$ cat config.mk
export PLATFORM = sky130hd
export DESIGN_NAME = aclock_set_ctrl
export DESIGN_NICKNAME = d
export VERILOG_FILES = /design/src/rtl/aclock_pkg.sv /design/src/rtl/bcd_time_inc.sv /design/src/rtl/aclock_set_ctrl.sv
export SDC_FILE = /design/constraint.sdc
export NUM_CORES = 1
export LEC_CHECK = 0
export CAP_MARGIN = 20
export CORE_ASPECT_RATIO = 1.4
export CORE_UTILIZATION = 40
export CTS_BUF_LIST = sky130_fd_sc_hd__clkbuf_4
export DETAILED_ROUTE_END_ITERATION = 10
export DONT_BUFFER_PORTS = 1
export GPL_TIMING_DRIVEN = 0
export HOLD_SLACK_MARGIN = 0.08
export SYNTH_ARGS = -nofsm -noshare
export SYNTH_HDL_FRONTEND = slang
export SYNTH_SLANG_ARGS = --single-unit
$ cat constraint.sdc
create_clock -name clk -period 4.2 [get_ports clk]
set_clock_uncertainty 0.15 [all_clocks]
set_input_delay 0.84 -clock clk [delete_from_list [all_inputs] [get_ports clk]]
set_output_delay 0.84 -clock clk [all_outputs]
set_load 0.005 [all_outputs]
$ cat src/rtl/aclock_pkg.sv
// rtl/aclock_pkg.sv - shared state encoding and BCD limits for the clock set controller
package aclock_pkg;

  typedef enum logic [2:0] {
    IDLE   = 3'd0,
    T_HR   = 3'd1,
    T_MIN  = 3'd2,
    T_LOAD = 3'd3,
    A_HR   = 3'd4,
    A_MIN  = 3'd5,
    A_LOAD = 3'd6
  } set_state_e;

  localparam logic [1:0] HR_MAX_TENS       = 2'd2;
  localparam logic [3:0] HR_MAX_UNITS_AT_2 = 4'd3;
  localparam logic [3:0] MIN_MAX_TENS      = 4'd5;
  localparam logic [3:0] BCD_MAX           = 4'd9;

  function automatic logic is_edit(input set_state_e s);
    return (s == T_HR) || (s == T_MIN) || (s == A_HR) || (s == A_MIN);
  endfunction

  function automatic logic is_min(input set_state_e s);
    return (s == T_MIN) || (s == A_MIN);
  endfunction

endpackage

$ cat src/rtl/bcd_time_inc.sv
// rtl/bcd_time_inc.sv - combinational BCD hour/minute incrementer with field select
module bcd_time_inc
  import aclock_pkg::*;
(
  input  logic       sel_min,
  input  logic [1:0] h1_i,
  input  logic [3:0] h0_i,
  input  logic [3:0] m1_i,
  input  logic [3:0] m0_i,
  output logic [1:0] h1_o,
  output logic [3:0] h0_o,
  output logic [3:0] m1_o,
  output logic [3:0] m0_o
);

  always_comb begin
    h1_o = h1_i;
    h0_o = h0_i;
    m1_o = m1_i;
    m0_o = m0_i;
    if (sel_min) begin
      // minutes wrap on their own; hours are never carried into
      if (m0_i == BCD_MAX) begin
        m0_o = 4'd0;
        m1_o = (m1_i == MIN_MAX_TENS) ? 4'd0 : m1_i + 4'd1;
      end else begin
        m0_o = m0_i + 4'd1;
      end
    end else begin
      if ((h1_i == HR_MAX_TENS) && (h0_i == HR_MAX_UNITS_AT_2)) begin
        h1_o = 2'd0;
        h0_o = 4'd0;
      end else if (h0_i == BCD_MAX) begin
        h1_o = h1_i + 2'd1;
        h0_o = 4'd0;
      end else begin
        h0_o = h0_i + 4'd1;
      end
    end
  end

endmodule

$ cat src/rtl/aclock_set_ctrl.sv
// rtl/aclock_set_ctrl.sv - front-panel set FSM driving the Aclock digit bus and load strobes
module aclock_set_ctrl
  import aclock_pkg::*;
#(
  parameter int unsigned LOAD_CYCLES    = 2,
  parameter int unsigned TIMEOUT_CYCLES = 30,
  parameter int unsigned REPEAT_DELAY   = 8,
  parameter int unsigned REPEAT_RATE    = 2
) (
  input  logic       clk,
  input  logic       reset,
  input  logic       btn_set,
  input  logic       btn_aset,
  input  logic       btn_inc,
  input  logic       btn_al,
  input  logic       btn_stop,
  output logic [1:0] H_in1,
  output logic [3:0] H_in0,
  output logic [3:0] M_in1,
  output logic [3:0] M_in0,
  output logic       LD_time,
  output logic       LD_alarm,
  output logic       STOP_al,
  output logic       AL_ON,
  output logic [2:0] set_state
);

  localparam int CW = 16;
  localparam int B_SET  = 0;
  localparam int B_ASET = 1;
  localparam int B_INC  = 2;
  localparam int B_AL   = 3;
  localparam int B_STOP = 4;

  set_state_e state_q, state_d;
  logic [CW-1:0] dwell_q, dwell_d;
  logic [CW-1:0] rep_cnt_q, rep_cnt_d;
  logic rep_run_q, rep_run_d;
  logic [4:0] btn_prev_q, btn_prev_d;
  logic [1:0] h1_q, h1_d;
  logic [3:0] h0_q, h0_d, m1_q, m1_d, m0_q, m0_d;
  logic ld_time_q, ld_time_d, ld_alarm_q, ld_alarm_d;
  logic stop_q, stop_d, al_on_q, al_on_d;

  logic [4:0] btn_now, press;
  logic adv, any_press, edit, rep_fire, inc_en;
  logic [1:0] h1_inc;
  logic [3:0] h0_inc, m1_inc, m0_inc;

  assign btn_now   = {btn_stop, btn_al, btn_inc, btn_aset, btn_set};
  assign press     = btn_now & ~btn_prev_q;
  assign adv       = press[B_SET] | press[B_ASET];
  assign any_press = |press;
  assign edit      = is_edit(state_q);
  // first repeat after REPEAT_DELAY held cycles, then one every REPEAT_RATE cycles
  assign rep_fire  = edit && btn_inc && btn_prev_q[B_INC] &&
                     (rep_run_q ? (rep_cnt_q == CW'(REPEAT_RATE))
                                : (rep_cnt_q == CW'(REPEAT_DELAY)));
  assign inc_en    = edit && !adv && (press[B_INC] || rep_fire);

  bcd_time_inc u_inc (
    .sel_min (is_min(state_q)),
    .h1_i    (h1_q),
    .h0_i    (h0_q),
    .m1_i    (m1_q),
    .m0_i    (m0_q),
    .h1_o    (h1_inc),
    .h0_o    (h0_inc),
    .m1_o    (m1_inc),
    .m0_o    (m0_inc)
  );

  always_comb begin
    state_d    = state_q;
    dwell_d    = dwell_q;
    rep_cnt_d  = rep_cnt_q;
    rep_run_d  = rep_run_q;
    btn_prev_d = btn_now;
    h1_d       = h1_q;
    h0_d       = h0_q;
    m1_d       = m1_q;
    m0_d       = m0_q;

    unique case (state_q)
      IDLE: begin
        dwell_d = '0;
        if (press[B_SET])       state_d = T_HR;
        else if (press[B_ASET]) state_d = A_HR;
      end
      T_HR, T_MIN, A_HR, A_MIN: begin
        if (adv) begin
          dwell_d = '0;
          case (state_q)
            T_HR:    state_d = T_MIN;
            T_MIN:   state_d = T_LOAD;
            A_HR:    state_d = A_MIN;
            default: state_d = A_LOAD;
          endcase
        end else if (any_press) begin
          dwell_d = '0;
        end else if (dwell_q == CW'(TIMEOUT_CYCLES - 1)) begin
          dwell_d = '0;
          state_d = IDLE;
        end else begin
          dwell_d = dwell_q + 1'b1;
        end
      end
      T_LOAD, A_LOAD: begin
        if (dwell_q == CW'(LOAD_CYCLES - 1)) begin
          dwell_d = '0;
          state_d = IDLE;
        end else begin
          dwell_d = dwell_q + 1'b1;
        end
      end
      default: begin
        dwell_d = '0;
        state_d = IDLE;
      end
    endcase

    if (!btn_inc || !edit) begin
      rep_cnt_d = '0;
      rep_run_d = 1'b0;
    end else if (press[B_INC]) begin
      rep_cnt_d = CW'(1);
      rep_run_d = 1'b0;
    end else if (rep_fire) begin
      rep_cnt_d = CW'(1);
      rep_run_d = 1'b1;
    end else if (rep_cnt_q != '1) begin
      rep_cnt_d = rep_cnt_q + 1'b1;
    end

    if (inc_en) begin
      h1_d = h1_inc;
      h0_d = h0_inc;
      m1_d = m1_inc;
      m0_d = m0_inc;
    end

    ld_time_d  = (state_d == T_LOAD);
    ld_alarm_d = (state_d == A_LOAD);
    stop_d     = press[B_STOP];
    al_on_d    = al_on_q ^ press[B_AL];
  end

  always_ff @(posedge clk) begin
    if (reset) begin
      state_q    <= IDLE;
      dwell_q    <= '0;
      rep_cnt_q  <= '0;
      rep_run_q  <= 1'b0;
      btn_prev_q <= '0;
      h1_q       <= '0;
      h0_q       <= '0;
      m1_q       <= '0;
      m0_q       <= '0;
      ld_time_q  <= 1'b0;
      ld_alarm_q <= 1'b0;
      stop_q     <= 1'b0;
      al_on_q    <= 1'b0;
    end else begin
      state_q    <= state_d;
      dwell_q    <= dwell_d;
      rep_cnt_q  <= rep_cnt_d;
      rep_run_q  <= rep_run_d;
      btn_prev_q <= btn_prev_d;
      h1_q       <= h1_d;
      h0_q       <= h0_d;
      m1_q       <= m1_d;
      m0_q       <= m0_d;
      ld_time_q  <= ld_time_d;
      ld_alarm_q <= ld_alarm_d;
      stop_q     <= stop_d;
      al_on_q    <= al_on_d;
    end
  end

  assign H_in1     = h1_q;
  assign H_in0     = h0_q;
  assign M_in1     = m1_q;
  assign M_in0     = m0_q;
  assign LD_time   = ld_time_q;
  assign LD_alarm  = ld_alarm_q;
  assign STOP_al   = stop_q;
  assign AL_ON     = al_on_q;
  assign set_state = state_q;

endmodule

==> results of run 1 <==
sequential cells by signal, indices dropped and copies added, names as in the netlist, 2 cells and up:
| signal | flops |
|---|---|
| dwell_q | 16 |
| rep_cnt_q | 16 |
| btn_prev_q | 5 |
| H_in0 | 4 |
| M_in0 | 4 |
| M_in1 | 4 |
| set_state | 3 |
| H_in1 | 2 |
final timing paths:
kind                            start                endpoint  slack (ns)  cells past startpoint
max             dwell_q[0]$_SDFF_PP0_  dwell_q[11]$_SDFF_PP0_        1.86                      9
min          btn_prev_q[4]$_SDFF_PP0_      STOP_al$_SDFF_PP0_        0.28                      1
max reg2reg     dwell_q[0]$_SDFF_PP0_  dwell_q[11]$_SDFF_PP0_        1.86                      9
min reg2reg  btn_prev_q[4]$_SDFF_PP0_      STOP_al$_SDFF_PP0_        0.28                      1
per-layer routing:
layer	global-route usage, %	share of wire (%)	up-vias
li1	-	-	1162
met1	17.3	43	1049
met2	29.0	51	51
met3	4.60	4.4	12
met4	10.7	2.4	0
met5	0	0	-
stage by stage:
stage	cells	worst slack [ns]	area [um2]	util, %	total power, W
after detailed placement	418	1.49	2910	43.8	0.000671
after global routing	434	1.51	3040	45.7	0.00109
after global placement	418	1.52	2910	43.8	0.000671
after floorplan	326	1.72	2800	-	0.000654
final	434	1.86	3040	45.7	0.00104
after CTS	434	1.83	3040	45.7	0.00106
critical path: stages (launching register included):
cell and delay (ns):
dfxtp_1 0.41, ha_1 0.18, nor4b_1 0.38, nand4_1 0.23, nand2_1 0.15, o2bb2ai_1 0.07
nand2b_1 0.07, clkbuf_1 0.25, buf_2 0.27, nor2_1 0.07
area by class of cell:
cell class / count / share of cell area [%]
multi-input combinational: 246 / 50.3
inverter: 10 / 1.24
sequential: 59 / 38.9
clock inverter: 7 / 1.93
tap: 92 / 3.79
buffer: 11 / 1.65
clock buffer: 9 / 2.22
power by group through the flow:
stage          registers [W]  clock network, W  logic [W]
6_report            0.000581          0.000381  0.0000767
2_1_floorplan       0.000591                 0  0.0000635
3_5_place_dp        0.000594                 0  0.0000774
4_1_cts             0.000581          0.000398  0.0000776
5_1_grt             0.000583          0.000421  0.0000858
3_3_place_gp        0.000593                 0  0.0000772
layout by cell type (no fill, tap or decap), drive strengths merged, types with 2 or more instances in the layout:
master	instances
a211oi	4
a21oi	10
and2	2
and3	5
and4	2
buf	6
clkbuf	14
clkinv	5
dfxtp	59
ha	3
inv	10
mux2i	8
nand2	17
nand2b	8
nand3	17
nand3b	3
nand4	9
nand4b	3
nor2	57
nor2b	10
nor3	14
nor3b	2
nor4	7
o21ai	9
o31ai	2
or2	3
or3	6
or3b	2
or4	2
xnor2	13
xor2	16
cell usage after synthesis (2+ instances only):
| master | count |
|---|---|
| nand3_1 | 16 |
| and4_1 | 2 |
| inv_1 | 10 |
| xnor2_1 | 13 |
| nor2_1 | 57 |
| nor3b_1 | 2 |
| clkbuf_1 | 5 |
| or2_2 | 3 |
| nor4_2 | 2 |
| a21oi_1 | 10 |
| o21ai_0 | 9 |
| nor2b_1 | 10 |
| ha_1 | 3 |
| dfxtp_1 | 59 |
| nand4b_1 | 3 |
| nand4_1 | 8 |
| nand2b_1 | 8 |
| buf_2 | 4 |
| or3_1 | 6 |
| xor2_1 | 16 |
| nand3b_1 | 3 |
| or4_1 | 2 |
| or3b_1 | 2 |
| and3_1 | 4 |
| nor3_1 | 14 |
| mux2i_1 | 8 |
| nand2_1 | 17 |
| a211oi_1 | 4 |
| nor4_1 | 5 |
kinds of logic (layout without fill, tap and decap cells):
family                   Yosys count  count (layout)  synth area share [%]
AND/OR/NAND/NOR                  172             172                  33.1
flip-flops                        59              59                  42.2
AO/OA/AOI/OAI                     34              34                  8.32
XOR/XNOR                          29              29                  9.08
buffers and inverters             21              37                  3.13
multiplexers                       8               8                  2.86
adder cells (fa/ha/maj)            3               3                  1.34
==> run_results.csv, run 1 <==
group,metric,value,unit
drt,via_per_inst,5.24,
drt,wirelength,5500,um
timing,maxClockFrequency,428,MHz
floorplanning,coreArea,6660,um2
power_and_ir_drop,p_clk_share,36.7,%
drt,vias,2274,
floorplanning,num_rows,35,
logic_synthesis,ys_warn_count,0,
timing,worst_slew_pin_slew,0.511,ns
logic_synthesis,ys_seq_area_share,42.2,%
logic_synthesis,ys_ff_latch,59,
logic_synthesis,synth_edf_count,0,
cells_and_area,num-fill-cells,690,
cells_and_area,nNetsFinal,347,
worst_setup_path,cp.arrival,2.48,ns
cells_and_area,multi_input_area,1530,um2
clock_network,cts_resized,0,
cells_and_area,n_antenna_cell,0,
grt,grt_use_total,16.6,%
logic_synthesis,synth_nets,336,
drt,antenna_left,0,
clock_network,clock-root-buffer,"clkbuf_4",
timing,hold_ws,0.277,ns
floorplanning,chipWidth,72.7,um
clock_network,cts_buffers,9,
worst_hold_path,hold_path.class,"reg2reg",
worst_setup_path,end_kind,"flop",
logic_synthesis,synth-async-reset-ratio,0,%
worst_setup_path,start_kind,"flop",
timing,hold_viol_final,0,
drt,post-route-drc-count,0,
power_and_ir_drop,combPwrFrac,7.4,%
cells_and_area,syn2layout_area_growth,8.63,%
clock_network,hold_buffers,0,
floorplanning,io_pins,28,
timing,setup_viol,0,
logic_synthesis,synth_top_cells_by_area,"dfxtp_1, nor2_1, xor2_1",
clock_network,clkTransAtPathRegs,0.10,ns
logic_synthesis,yosysTopAreaCell,"dfxtp_1",
cells_and_area,regArea,1180,um2
power_and_ir_drop,seqPwrFrac,55.9,%
worst_setup_path,critical_path.max_fanout,10,
logic_synthesis,syn_avg_cell_area,8.58,um2
placed_design,gp_congestion,0.836,
placed_design,hpwl,4030,um
clock_network,htreeDepth,3,
timing,fin_tns_setup,0,ns
logic_synthesis,ys.flop_type,"dfxtp_1",
worst_setup_path,worst-setup-path-type,"reg2reg",
worst_setup_path,worstPathRequired,4.34,ns
power_and_ir_drop,cellLeakagePower,0.989,nW
placed_design,port_buffers,0,
power_and_ir_drop,ir_drop,155,uV
timing,min_period,2.34,ns
clock_network,insertion_delay,0.41,ns
clock_network,cts_setup_buffers,0,
outcome,status,"finished, final reports clean",
power_and_ir_drop,p_sw,0.000267,W
drt,drtIter0Drc,119,
cells_and_area,drive_gt1_share,9.06,%
floorplanning,die_h,101,um
logic_synthesis,yosysUniqueCellTypes,50,
grt,grt_pass1_wl,9300,um
grt,antenna_found_initial,0,
timing,maxSlewHeadroom,65.7,%
drt,routedWlPerCell,12.7,um
clock_network,cts_tree,"done",
drt,drt_first_pass_iters,4,
timing,rsz0062_at_grt,"false",
floorplanning,die-area,7340,um2
power_and_ir_drop,powerDensity,342,nW/um2
clock_network,cts_sinks,59,
power_and_ir_drop,swShare,25.7,%
grt,grt-ovfl-total,0,
logic_synthesis,netlist_instances,326,
job,max_cap_violations,0,
logic_synthesis,yosys.area.top_type_share,42.2,%
grt,grt_pass1_vias,2167,
grt,grt_max_degree,11,
timing,fin_crit_sh,55.7,%
timing,drv_slew,0,
floorplanning,initial_core_util,42.0,%
power_and_ir_drop,p_int,0.000772,W
clock_network,cts.path.max_buffers,2,
logic_synthesis,synthesis.area,2800,um2
Note: power is estimated with default switching activity, not from simulation.
==> inputs of run 2 (changes only) <==
- clock period: 4.2 -> 2.4 ns (I/O delays scaled with it)
==> run 2 against run 1 <==
Register-to-register slack got worse by 1.7 ns. Non-clock buffer count increased by 7. Largest power group unchanged. Fmax increased by 5.0%. Worst hold slack got worse by 0.079 ns. Global-route usage increased by 0.15 points. Die area unchanged. Combinational power increased by 94%. Cell count increased by 1.6%. Critical path type unchanged. First-iteration DRC count increased by 19%. Total power increased by 77%. Via count increased by 1.1%. Critical endpoint is now M_in1[2]$_SDFFE_PP0P_.
==> run_results.csv, run 2 (synthesis gave the netlist of run 1 again) <==
group,metric,value,unit
outcome,status,"finished, final reports clean",
floorplanning,num_rows,35,
power_and_ir_drop,p_clk_share,36.5,%
grt,grt_use_total,16.8,%
worst_setup_path,cp.arrival,2.42,ns
clock_network,clock-root-buffer,"clkbuf_4",
drt,wirelength,5610,um
power_and_ir_drop,cellLeakagePower,1.03,nW
grt,grt_pass1_wl,9390,um
worst_setup_path,critical_path.max_fanout,9,
cells_and_area,layout_common_cells,"dfxtp_1, nor2_1, nand2_1",
power_and_ir_drop,powerDensity,588,nW/um2
placed_design,hpwl,4030,um
drt,drtIter0Drc,142,
grt,grt-ovfl-total,0,
worst_setup_path,cp-startpoint,"set_state[2]$_SDFF_PP0_",
timing,worst_slew_pin_slew,0.497,ns
drt,antenna_left,0,
floorplanning,coreArea,6660,um2
drt,routedWlPerCell,12.7,um
drt,post-route-drc-count,0,
timing,maxClockFrequency,449,MHz
timing,rsz0062_at_grt,"false",
power_and_ir_drop,p_int,0.00136,W
clock_network,cts_tree,"done",
floorplanning,die_h,101,um
floorplanning,io_pins,28,
grt,antenna_found_initial,0,
worst_setup_path,worst-setup-path-type,"reg2reg",
cells_and_area,n_antenna_cell,0,
placed_design,dp_slack,0.0503,ns
grt,grt_pass1_vias,2205,
power_and_ir_drop,swShare,25.8,%
timing,min_period,2.23,ns
worst_setup_path,reg2reg_depth,8,
timing,setup_ws,0.173,ns
cells_and_area,syn2layout_area_growth,11.6,%
timing,maxSlewHeadroom,66.6,%
timing,fin_tns_setup,0,ns
worst_setup_path,start_kind,"flop",
cells_and_area,layout_commonest_cell,"dfxtp_1",
floorplanning,die-area,7340,um2
cells_and_area,fin_util,46.9,%
floorplanning,chipWidth,72.7,um
drt,via_per_inst,5.21,
placed_design,port_buffers,0,
power_and_ir_drop,ir_drop,272,uV
clock_network,cts_sinks,59,
cells_and_area,num-fill-cells,682,
grt,grt_max_degree,11,
cells_and_area,nNetsFinal,354,
drt,drt_first_pass_iters,4,
drt,vias,2298,
worst_setup_path,end_kind,"flop",
clock_network,insertion_delay,0.42,ns
power_and_ir_drop,p_sw,0.000473,W
worst_setup_path,worstPathRequired,2.60,ns
clock_network,clkTransAtPathRegs,0.11,ns
worst_hold_path,whs_path_depth,4,
worst_hold_path,hold_path.class,"in2reg",
cells_and_area,drive_gt1_share,10.6,%
power_and_ir_drop,seqPwrFrac,55.4,%
cells_and_area,reg.largest.list,"dwell_q: 16 flops, rep_cnt_q: 16 flops, btn_prev_q: 5 flops",
placed_design,gp_congestion,0.836,
worst_setup_path,r2r_end,"M_in1[2]$_SDFFE_PP0P_",
timing,drv_slew,0,
timing,setup_viol,0,
timing,fin_crit_sh,92.8,%
clock_network,cts_buffers,9,
worst_setup_path,cp-endpoint,"M_in1[2]$_SDFFE_PP0P_",
floorplanning,initial_core_util,42.0,%
clock_network,htreeDepth,3,
timing,hold_viol_final,0,
worst_setup_path,r2r_start,"set_state[2]$_SDFF_PP0_",
job,max_cap_violations,0,
clock_network,cts.path.max_buffers,2,
worst_setup_path,rrSetupSlack,0.17,ns
power_and_ir_drop,combPwrFrac,8.1,%
[run 2: cell count changes in the layout (fill, tap and decap cells not counted)]
cell,change
buf_4,+3
clkbuf_1,-2
clkbuf_2,+1
dlygate4sd3_1,+5
nor4b_1,-1
nor4b_2,+1
xor2_1,-1
xor2_2,+1
[run 2: final cells by class]
| cell class | count | area [um2] | area share [%] |
|---|---|---|---|
| multi-input combinational | 246 | 1540 | 49.4 |
| clock buffer | 9 | 67.6 | 2.16 |
| inverter | 10 | 37.5 | 1.20 |
| tap | 92 | 115 | 3.69 |
| timing repair buffer | 8 | 72.6 | 2.32 |
| sequential | 59 | 1180 | 37.8 |
| buffer | 10 | 47.5 | 1.52 |
| clock inverter | 7 | 58.8 | 1.88 |
[run 2: worst max-delay path, cell delays in order, from the launching register on]
cell	delay, ns
dfxtp_1	0.34
buf_2	0.18
nor2_1	0.25
xor2_2	0.15
o31ai_4	0.29
buf_4	0.18
nand4_4	0.12
or3b_1	0.36
a21oi_1	0.13
[run 2: power by group through the flow]
| stage | Sequential, W | Clock (W) | Combinational (W) |
|---|---|---|---|
| after detailed placement | 0.00104 | 0 | 0.000135 |
| after global placement | 0.00104 | 0 | 0.000135 |
| final | 0.00102 | 0.000670 | 0.000149 |
| after global routing | 0.00102 | 0.000736 | 0.000167 |
| after floorplan | 0.00103 | 0 | 0.000111 |
| after CTS | 0.00102 | 0.000696 | 0.000141 |
[run 2: worst min-delay path by stage]
| stage | startpoint | end | slack, ns |
|---|---|---|---|
| detailed placement | btn_prev_q[4]$_SDFF_PP0_ | STOP_al$_SDFF_PP0_ | 0.26 |
| global placement | btn_prev_q[4]$_SDFF_PP0_ | STOP_al$_SDFF_PP0_ | 0.26 |
| global route | btn_aset | set_state[2]$_SDFF_PP0_ | 0.22 |
| CTS | btn_inc | btn_prev_q[2]$_SDFF_PP0_ | 0.09 |
| finish | btn_aset | set_state[2]$_SDFF_PP0_ | 0.20 |
| floorplan | btn_prev_q[4]$_SDFF_PP0_ | STOP_al$_SDFF_PP0_ | 0.25 |
[run 2: per-layer routing]
metal / track usage, % / vias to the layer above / wire [um]
met5: 0 / - / 0
met4: 10.7 / 0 / 110
met3: 4.60 / 8 / 249
met2: 29.5 / 51 / 2920
met1: 17.3 / 1065 / 2330
li1: - / 1174 / -
[run 2: per-stage QoR]
step | hold WS (ns) | area (um2) | std cells | power, W
after floorplan | 0.248 | 2800 | 326 | 0.00115
after global placement | 0.256 | 2910 | 418 | 0.00117
after detailed placement | 0.263 | 2910 | 418 | 0.00117
after CTS | 0.0898 | 3080 | 438 | 0.00185
after global routing | 0.216 | 3120 | 441 | 0.00192
final | 0.198 | 3120 | 441 | 0.00184
[run 2: what timing repair did]
action                                  in CTS  in global routing
endpoints found under the setup margin       0                 20
gates resized for setup                      0                  4
endpoints found under the hold margin        5                  1
hold buffers                                 4                  1
setup buffers                                0                  3
==> inputs of run 3 (changes only) <==
- CORE_MARGIN: unset -> 8
==> run 3 against run 2 <==
First-iteration DRC count fell by 25%. Sequential power barely moved. Critical path depth did not move. Worst hold slack improved by 0.020 ns. Combinational power fell by 3%. Sequential cell count did not move. Sequential share of layout area rose by 0.41 points. Critical path type unchanged. Largest power group unchanged.
==> run_results.csv, run 3 (synthesis gave the netlist of run 1 again) <==
group,metric,value,unit
power_and_ir_drop,cellLeakagePower,1.02,nW
worst_setup_path,cp-startpoint,"set_state[2]$_SDFF_PP0_",
worst_setup_path,start_kind,"flop",
drt,drt_first_pass_iters,4,
timing,drv_slew,0,
floorplanning,num_rows,36,
clock_network,cts_tree,"done",
placed_design,placedInstanceArea,2920,um2
floorplanning,initial_core_util,40.6,%
cells_and_area,layout_commonest_cell,"dfxtp_1",
drt,wirelength,5730,um
grt,grt_max_degree,11,
drt,antenna_left,0,
worst_hold_path,hold_path.class,"in2reg",
power_and_ir_drop,powerDensity,560,nW/um2
clock_network,clkTransAtPathRegs,0.10,ns
clock_network,insertion_delay,0.41,ns
clock_network,cts.path.max_buffers,2,
drt,routedWlPerCell,12.9,um
timing,worst_slew_pin_slew,0.514,ns
cells_and_area,nNetsFinal,353,
drt,vias,2287,
placed_design,dp_slack,0.0210,ns
clock_network,htreeDepth,3,
cells_and_area,design_area,3090,um2
floorplanning,chipWidth,86.7,um
grt,grt_pass1_vias,2185,
timing,setup_ws,0.169,ns
cells_and_area,fin_util,44.8,%
clock_network,cts_buffers,9,
placed_design,hpwl,4230,um
timing,min_period,2.23,ns
worst_setup_path,cp.arrival,2.42,ns
drt,via_per_inst,5.16,
grt,grt-ovfl-total,0,
power_and_ir_drop,ir_drop,234,uV
cells_and_area,layout_common_cells,"dfxtp_1, nor2_1, nand2_1",
placed_design,port_buffers,0,
cells_and_area,drive_gt1_share,9.48,%
timing,setup_viol,0,
worst_hold_path,hold_path.startpoint,"btn_aset",
timing,hold_viol_final,0,
cells_and_area,n_antenna_cell,0,
floorplanning,io_pins,28,
grt,grt_pass1_wl,9740,um
clock_network,cts_sinks,59,
cells_and_area,syn2layout_area_growth,10.4,%
job,max_cap_violations,0,
grt,antenna_found_initial,0,
placed_design,gp_congestion,0.850,
cells_and_area,reg.largest.list,"dwell_q: 16 flops, rep_cnt_q: 16 flops, btn_prev_q: 5 flops",
clock_network,clock-root-buffer,"clkbuf_4",
timing,maxClockFrequency,448,MHz
outcome,status,"finished, final reports clean",
drt,drtIter0Drc,106,
worst_setup_path,critical_path.max_fanout,10,
timing,rsz0062_at_grt,"false",
worst_setup_path,end_kind,"flop",
drt,post-route-drc-count,0,
timing,fin_tns_setup,0,ns
floorplanning,die-area,9960,um2
timing,maxSlewHeadroom,65.5,%
floorplanning,coreArea,6890,um2
worst_setup_path,r2r_start,"set_state[2]$_SDFF_PP0_",
timing,fin_crit_sh,93.0,%
worst_setup_path,worst-setup-path-type,"reg2reg",
floorplanning,die_h,115,um
worst_setup_path,worstPathRequired,2.59,ns
grt,grt_use_total,12.4,%
## run 3: cell count changes in the layout (fill, tap and decap cells not counted)
cell        delta
clkinv_1       +1
xor2_2         -1
clkinvlp_4     -1
buf_4          -1
buf_2          -1
bufinv_16      -1
clkbuf_4       +3
xor2_1         +1
clkbuf_1       +1
clkinv_2       -1
clkbuf_2       -1
## run 3: path summary, 6_finish.rpt
kind,depth (start not counted),slack [ns],to
worst max register to register,8,0.17,rep_cnt_q[5]$_SDFFE_PP0P_
worst min register to register,1,0.28,STOP_al$_SDFF_PP0_
worst max-delay path,8,0.17,rep_cnt_q[5]$_SDFFE_PP0P_
worst min-delay path,4,0.22,set_state[2]$_SDFF_PP0_
## run 3: where the power goes
group          total (W)  switching, W  internal, W
logic           0.000145     0.0000877    0.0000575
clock network   0.000570      0.000348     0.000221
registers        0.00102     0.0000183     0.000998
## run 3: timing repair
| item | 4_1_cts | 5_1_grt |
|---|---|---|
| resized for setup | 0 | 2 |
| setup buffers | 0 | 2 |
| endpoints found under the setup margin | 0 | 26 |
| endpoints found under the hold margin | 5 | 1 |
| hold buffers | 4 | 1 |
## run 3: area by class of cell
| cell class | count | area (um2) |
|---|---|---|
| multi-input cells | 246 | 1540 |
| flip-flops and latches | 59 | 1180 |
| well taps | 95 | 119 |
| repair buffers | 7 | 65.1 |
| plain buffers | 10 | 48.8 |
| clock buffers | 11 | 82.6 |
| inverters | 10 | 37.5 |
| clock inverters | 5 | 20.0 |
| fillers | 704 | 3800 |
## run 3: metrics by stage
| stage | cells | total power [W] | hold slack, ns |
|---|---|---|---|
| after floorplan | 326 | 0.00115 | 0.248 |
| after global placement | 421 | 0.00117 | 0.257 |
| after detailed placement | 421 | 0.00118 | 0.269 |
| after CTS | 441 | 0.00176 | 0.0834 |
| after global routing | 443 | 0.00183 | 0.218 |
| final | 443 | 0.00173 | 0.218 |
## run 3: worst max-delay path: stages (launching register included)
cell      delay, ns
dfxtp_1        0.34
buf_2          0.18
nor2_1         0.20
xor2_1         0.35
nor3_1         0.13
or2_2          0.30
clkbuf_1       0.17
buf_2          0.22
a21oi_1        0.12
## run 3: layer usage
metal / global-route usage, % / share of wire [%] / vias up
li1: - / - / 1178
met1: 12.1 / 41 / 1045
met2: 21.8 / 50 / 53
met3: 4.36 / 6.9 / 11
met4: 7.73 / 2.0 / 0
met5: 0 / 0 / -
